<file path="src/rtl/float_to_fixed_pipe_if.sv">
// Stream bundle for float_to_fixed_pipe: float input side and fixed-point result side with flags.
// slave is the converter, master is whatever feeds and drains it.
interface float_to_fixed_pipe_if #(
    parameter int OUT_W = 32
);
    logic             in_valid;
    logic             in_ready;
    logic [31:0]      in_data;
    logic             out_valid;
    logic             out_ready;
    logic [OUT_W-1:0] out_data;
    logic             out_ovf;
    logic             out_nan;
    logic             out_uflow;

    modport master (
        output in_valid, in_data, out_ready,
        input  in_ready, out_valid, out_data, out_ovf, out_nan, out_uflow
    );

    modport slave (
        input  in_valid, in_data, out_ready,
        output in_ready, out_valid, out_data, out_ovf, out_nan, out_uflow
    );
endinterface

</file>
<file path="src/rtl/float_to_fixed_pipe.sv">
// IEEE-754 single -> signed Q(IW).(FRAC_BITS) with sat/NaN/uflow flags; ROUND_NEAREST_EN selects half-away rounding.
// Latency: 2 cycles (decode, shift/saturate), 1 item per cycle sustained.
// Backpressure: stalling pipeline; in_ready = stage 1 can advance, outputs hold while out_valid && !out_ready.
module float_to_fixed_pipe #(
    parameter int OUT_W     = 32,
    parameter int FRAC_BITS = 30
) (
    input  logic                 clk,
    input  logic                 reset,
    float_to_fixed_pipe_if.slave bus
);
    localparam int MW = OUT_W + 24;
    localparam logic signed [9:0] SH_BIAS = 10'(FRAC_BITS - 150);
    localparam logic signed [9:0] SH_MAX  = 10'(OUT_W);

    typedef enum logic [2:0] {
        CLS_ZERO,
        CLS_DENORM,
        CLS_NORMAL,
        CLS_INF,
        CLS_NAN
    } cls_t;

    typedef struct packed {
        logic              sign;
        cls_t              cls;
        logic [23:0]       mant;
        logic signed [9:0] sh;
    } dec_t;

    typedef struct packed {
        logic [OUT_W-1:0] data;
        logic             ovf;
        logic             nan;
        logic             uflow;
    } res_t;

    logic s1_valid, s2_valid;
    logic s1_adv, s2_adv;
    dec_t s1_d, s1_q;
    res_t s2_d, s2_q;

    logic [7:0]  in_exp;
    logic [22:0] in_frac;

    assign s2_adv = !s2_valid || bus.out_ready;
    assign s1_adv = !s1_valid || s2_adv;

    assign in_exp  = bus.in_data[30:23];
    assign in_frac = bus.in_data[22:0];

    always_comb begin
        s1_d      = '0;
        s1_d.sign = bus.in_data[31];
        s1_d.mant = {1'b1, in_frac};
        s1_d.sh   = $signed({2'b00, in_exp}) + SH_BIAS;
        if (in_exp == 8'd0)
            s1_d.cls = (in_frac == '0) ? CLS_ZERO : CLS_DENORM;
        else if (in_exp == 8'hff)
            s1_d.cls = (in_frac == '0) ? CLS_INF : CLS_NAN;
        else
            s1_d.cls = CLS_NORMAL;
    end

    logic [MW-1:0]    mag_sh, mag;
    logic [9:0]       nsh;
    logic             huge;
    logic             ovf_mag;
    logic [OUT_W-1:0] sat_val;
`ifdef ROUND_NEAREST_EN
    logic [24:0]      rsh;
`else
    logic [23:0]      rsh;
`endif

    assign nsh = -s1_q.sh;

    // Any left shift past OUT_W puts the leading one above the wide intermediate: saturate outright.
    always_comb begin
        mag_sh = '0;
        huge   = 1'b0;
        rsh    = '0;
        mag    = '0;
        if (!s1_q.sh[9]) begin
            if (s1_q.sh > SH_MAX)
                huge = 1'b1;
            else
                mag_sh = MW'(s1_q.mant) << s1_q.sh[6:0];
            mag = mag_sh;
        end else begin
`ifdef ROUND_NEAREST_EN
            rsh    = {s1_q.mant, 1'b0} >> nsh;
            mag_sh = MW'(rsh[24:1]);
            mag    = mag_sh + MW'(rsh[0]);
`else
            rsh    = s1_q.mant >> nsh;
            mag_sh = MW'(rsh);
            mag    = mag_sh;
`endif
        end
    end

    assign ovf_mag = huge || (|mag[MW-1:OUT_W-1]);
    assign sat_val = s1_q.sign ? {1'b1, {(OUT_W-1){1'b0}}} : {1'b0, {(OUT_W-1){1'b1}}};

    always_comb begin
        s2_d = '0;
        case (s1_q.cls)
            CLS_NAN:    s2_d.nan   = 1'b1;
            CLS_INF: begin
                s2_d.ovf  = 1'b1;
                s2_d.data = sat_val;
            end
            CLS_DENORM: s2_d.uflow = 1'b1;
            CLS_NORMAL: begin
                if (ovf_mag) begin
                    s2_d.ovf  = 1'b1;
                    s2_d.data = sat_val;
                end else begin
                    s2_d.data  = s1_q.sign ? -mag[OUT_W-1:0] : mag[OUT_W-1:0];
                    s2_d.uflow = (mag == '0);
                end
            end
            default:    s2_d = '0;
        endcase
    end

    // Payload registers load only with a valid beat so idle-cycle X on in_data never reaches outputs.
    always_ff @(posedge clk) begin
        if (reset) begin
            s1_valid <= 1'b0;
            s2_valid <= 1'b0;
            s1_q     <= '0;
            s2_q     <= '0;
        end else begin
            if (s1_adv) begin
                s1_valid <= bus.in_valid;
                if (bus.in_valid)
                    s1_q <= s1_d;
            end
            if (s2_adv) begin
                s2_valid <= s1_valid;
                if (s1_valid)
                    s2_q <= s2_d;
            end
        end
    end

    assign bus.in_ready  = s1_adv;
    assign bus.out_valid = s2_valid;
    assign bus.out_data  = s2_q.data;
    assign bus.out_ovf   = s2_q.ovf;
    assign bus.out_nan   = s2_q.nan;
    assign bus.out_uflow = s2_q.uflow;
endmodule

</file>
<file path="src/flat_wrapper.sv">
// flat-port wrapper written by rule: the top's interface ports become plain ports
module float_to_fixed_pipe_flat 
#(
    parameter int OUT_W     = 32,
    parameter int FRAC_BITS = 30
)
  (clk, reset, bus_in_valid, bus_in_data, bus_out_ready, bus_in_ready, bus_out_valid, bus_out_data, bus_out_ovf, bus_out_nan, bus_out_uflow);
  float_to_fixed_pipe_if #(.OUT_W(OUT_W)) bus_i ();
  input  logic clk;
  input  logic reset;
  input wire logic [$bits(bus_i.in_valid)-1:0] bus_in_valid;
  input wire logic [$bits(bus_i.in_data)-1:0] bus_in_data;
  input wire logic [$bits(bus_i.out_ready)-1:0] bus_out_ready;
  output wire logic [$bits(bus_i.in_ready)-1:0] bus_in_ready;
  output wire logic [$bits(bus_i.out_valid)-1:0] bus_out_valid;
  output wire logic [$bits(bus_i.out_data)-1:0] bus_out_data;
  output wire logic [$bits(bus_i.out_ovf)-1:0] bus_out_ovf;
  output wire logic [$bits(bus_i.out_nan)-1:0] bus_out_nan;
  output wire logic [$bits(bus_i.out_uflow)-1:0] bus_out_uflow;
  assign bus_i.in_valid = bus_in_valid;
  assign bus_i.in_data = bus_in_data;
  assign bus_i.out_ready = bus_out_ready;
  assign bus_in_ready = bus_i.in_ready;
  assign bus_out_valid = bus_i.out_valid;
  assign bus_out_data = bus_i.out_data;
  assign bus_out_ovf = bus_i.out_ovf;
  assign bus_out_nan = bus_i.out_nan;
  assign bus_out_uflow = bus_i.out_uflow;
  float_to_fixed_pipe #(.OUT_W(OUT_W), .FRAC_BITS(FRAC_BITS)) u_core (.clk(clk), .reset(reset), .bus(bus_i));
endmodule
</file>
<file path="config.mk">
export PLATFORM = sky130hd
export DESIGN_NAME = float_to_fixed_pipe_flat
export DESIGN_NICKNAME = d
export VERILOG_FILES = /design/src/rtl/float_to_fixed_pipe_if.sv /design/src/rtl/float_to_fixed_pipe.sv /design/src/flat_wrapper.sv
export SDC_FILE = /design/constraint.sdc
export NUM_CORES = 1
export LEC_CHECK = 0
export ABC_CLOCK_PERIOD_IN_PS = 10300
export CAP_MARGIN = 25
export CORE_MARGIN = 1.5
export CORE_UTILIZATION = 40
export CTS_CLUSTER_DIAMETER = 30
export CTS_CLUSTER_SIZE = 40
export DETAILED_ROUTE_END_ITERATION = 8
export GPL_TIMING_DRIVEN = 1
export PLACE_DENSITY = 0.58
export SETUP_SLACK_MARGIN = 0.05
export SLEW_MARGIN = 20
export SYNTH_ARGS = -nofsm -noshare
export SYNTH_HDL_FRONTEND = slang
export SYNTH_SLANG_ARGS = --single-unit
</file>
<file path="constraint.sdc">
create_clock -name clk -period 10.3 [get_ports clk]
set_clock_uncertainty 0.05 [all_clocks]
set_input_delay 1.545 -clock clk [delete_from_list [all_inputs] [get_ports clk]]
set_output_delay 1.545 -clock clk [all_outputs]
set_load 0.02 [all_outputs]
</file>
==> reports/results.ini <==
[logic_synthesis]
synth_ff_type=dfxtp_1
netlist_instances=1090
synthesis.nets=1129
synth.distinct_cells=98
synth_warnings=0
synth-seq-area-share_pct=17.2
synth_largest_area_cell=dfxtp_1
synth_area_per_cell_sq_um=7.99
async_reset_ff_share_pct=0
synth.cell_area_sq_mm=0.00871
yosys-top-cells-count=146 x nand2_1, 84 x nor2_1, 75 x dfxtp_1
netlist.area_leader.share_pct=17.2
yosysMostFrequentCell=nand2_1
synth_seq_cells=75
synth_edf_count=0
yosys-top-cells-area=dfxtp_1 17%, mux4_2 12%, nand2_1 6.3%

[pwr]
ir_drop_mv=0.0859
swShare_pct=41.1
power.switching_uw=499
pwr-share-clk_pct=27.5
pwr-share-comb_pct=44.1
power_density_mw_per_mm2=125
p_int_uw=714
leakagePower_nw=3.28
seqPwrFrac_pct=28.4

[placed_design]
gp_congestion=0.957
dpl.cell_count=1344
numPortBuffers=72
dp_hpwl_microns=23200
pre_cts_ws_ns=4.76

[critical_path]
rr_startpoint=u_core.s1_q[0]$_SDFFE_PP0P_
cp-start-kind=register
critPathMaxStageDelay_ns=0.80
path_max_fanout=29
worstSetupStartpoint=u_core.s1_q[0]$_SDFFE_PP0P_
r2r.worst_path.cells=13
worstPathArrival_ns=5.83
worstPathCellList=inv_1 -> ha_1 -> buf_4 -> mux2_2 -> mux4_2 -> nor2_1 -> o31ai_1 -> a21oi_1 -> nand4_1 -> nor3_1 -> nand4_1 -> o31a_1 -> nor3_1
rr_endpoint=u_core.bus.out_uflow$_SDFFE_PP0P_
cp_top_family=simple AND/OR/NAND/NOR gates
required_ns=10.52
critPathBufInv=2
crit_slowest_cell=nor3_1
worstSetupEndpointType=register
ff2ff_setup_slack_ns=4.69
crit_type=register to register

[hold_path]
hold_path_depth=2
min_from=u_core.bus.out_nan$_SDFFE_PP0P_
hp-class=register to register
hold_end=u_core.bus.out_nan$_SDFFE_PP0P_

[clock_tree]
root_buffer=clkbuf_16
cts.hold.buffers_added=0
cts_tree=yes
ctsResizeCount=0
clock_path_buffers=2
cts_sinks=75
insertion_delay_ns=0.35
h-tree-depth=3
clk_pin_slew_worst_paths_ns=0.07
numCtsBuffers=9
cts_setup_buffers=0

[sta]
setup_viol=0
relSlewSlack_pct=29.0
period_minus_slack_ns=5.61
max_freq_ghz=0.178
setup_tns_ns=0
worst_slew_pin_slew_ns=1.06
rsz0062_at_grt=false
hold_viol=0
drv_slew=0
fin_crit_sh_pct=54.4
setup_slack_ns=4.69

[global_routing]
gr-total-overflow=0
grt_pass1_vias=8095
grt_util_all_layers_pct=28.3
antenna_found_initial=0
grt_pass1_wl_microns=49300
grt_max_degree=69

[routing]
routed_wl_microns=32000
postRouteAntennaNets=0
firstDrtPassIters=7
wl_per_cell_microns=23.5
drtIter0Drc=1139
vias=8972
vias_per_cell=6.59
drc=0

[die]
die_width_microns=151
coreArea_sq_mm=0.0212
dieHeight_microns=151
num_rows=53
start_util_pct=41.1
ioPinCount=73
die-area_sq_mm=0.0227

[final_layout]
nets=1120
drive_gt1_share_pct=16.0
area_growth_pct=11.4
diodes=0
stdcell_count=1361

[outcome]
run_status=finished, final reports clean

[run]
drv_cap=0

## state kept, by name, summed over array words and instances (netlist names)
register,flops
u_core.bus.out_data,32
u_core.bus.out_nan,1
u_core.bus.out_ovf,1
u_core.bus.out_uflow,1
u_core.bus.out_valid,1
u_core.s1_q,38
u_core.s1_valid,1
## final cells by class
| cell class | count | area (sq um) |
|---|---|---|
| clock inverters | 6 | 72.6 |
| multi-input cells | 883 | 6600 |
| flip-flops and latches | 75 | 1510 |
| fillers | 2166 | 11500 |
| repair buffers | 89 | 851 |
| clock buffers | 10 | 239 |
| well taps | 275 | 344 |
| inverters | 23 | 86.3 |
## layer usage
layer | global-route usage [%] | up-vias | wire length (microns) | share of wire, %
met2 | 43.8 | 419 | 14300 | 45
met5 | 0 | - | 0 | 0
met1 | 39.9 | 4305 | 14200 | 44
met3 | 4.91 | 74 | 2570 | 8.0
li1 | - | 4174 | - | -
met4 | 9.03 | 0 | 975 | 3.0
## placed cells by master, fill, tap and decap left out, types with 9 or more instances in the layout
cell type        count
mux4_2              47
o211ai_1            17
nand3_1             34
nand2b_1            11
a21oi_1             67
inv_1               20
a211oi_1            17
clkdlybuf4s50_1     71
buf_4               16
and3_1               9
nor3_1              20
a31oi_1             19
dfxtp_1             71
o21ai_0             46
a22oi_1             10
mux2_2              31
a311oi_1            13
xnor2_1             10
and2_1               9
nand4_1             13
o221a_2             14
nand2_1            146
mux2i_1             49
clkbuf_16            9
nor2_1              84
nor4_1              17
o22ai_1             15
nor2b_1             16
## stage by stage
| stage | total power, mW | utilization [%] | cell area, sq um | hold slack, ns |
|---|---|---|---|---|
| floorplan | 0.718 | - | 8710 | 0.419 |
| global placement | 0.871 | 44.2 | 9370 | 0.392 |
| detailed placement | 0.872 | 44.2 | 9390 | 0.396 |
| CTS | 1.21 | 45.7 | 9700 | 0.407 |
| global route | 1.27 | 45.7 | 9700 | 0.444 |
| finish | 1.21 | 45.7 | 9700 | 0.407 |
## worst max path at each step
stage	endpoint	slack, ns	cells after the start
3_5_place_dp	u_core.bus.out_uflow$_SDFFE_PP0P_	4.76	13
3_3_place_gp	u_core.bus.out_uflow$_SDFFE_PP0P_	4.83	13
2_1_floorplan	u_core.bus.out_data[22]$_SDFFE_PP0P_	5.63	17
4_1_cts	u_core.bus.out_uflow$_SDFFE_PP0P_	4.72	13
5_1_grt	u_core.bus.out_uflow$_SDFFE_PP0P_	4.30	13
6_report	u_core.bus.out_uflow$_SDFFE_PP0P_	4.69	13
## cells by family after synthesis
logic type / synth area share (%)
and+or+nand+nor: 23.1
adders and majority gates: 0.431
buffers and inverters: 7.09
AOI/OAI and AO/OA: 26.8
muxes: 23.0
DFF: 17.2
xor gates and xnor gates: 2.31
## worst reg2reg max path, cell delays in order, from the launching register on
cell and delay [ns]:
dfxtp_4 0.61, inv_1 0.48, ha_1 0.71, buf_4 0.41
mux2_2 0.42, mux4_2 0.50, nor2_1 0.12, o31ai_1 0.08
a21oi_1 0.21, nand4_1 0.35, nor3_1 0.80, nand4_1 0.29
o31a_1 0.35, nor3_1 0.15
## power by group through the flow
stage	combinational [mW]	clock (mW)	sequential, mW
detailed placement	0.522	0	0.350
finish	0.535	0.334	0.345
floorplan	0.379	0	0.339
global route	0.572	0.353	0.347
CTS	0.524	0.340	0.344
global placement	0.521	0	0.350
Power figures use the tool's default switching activity.
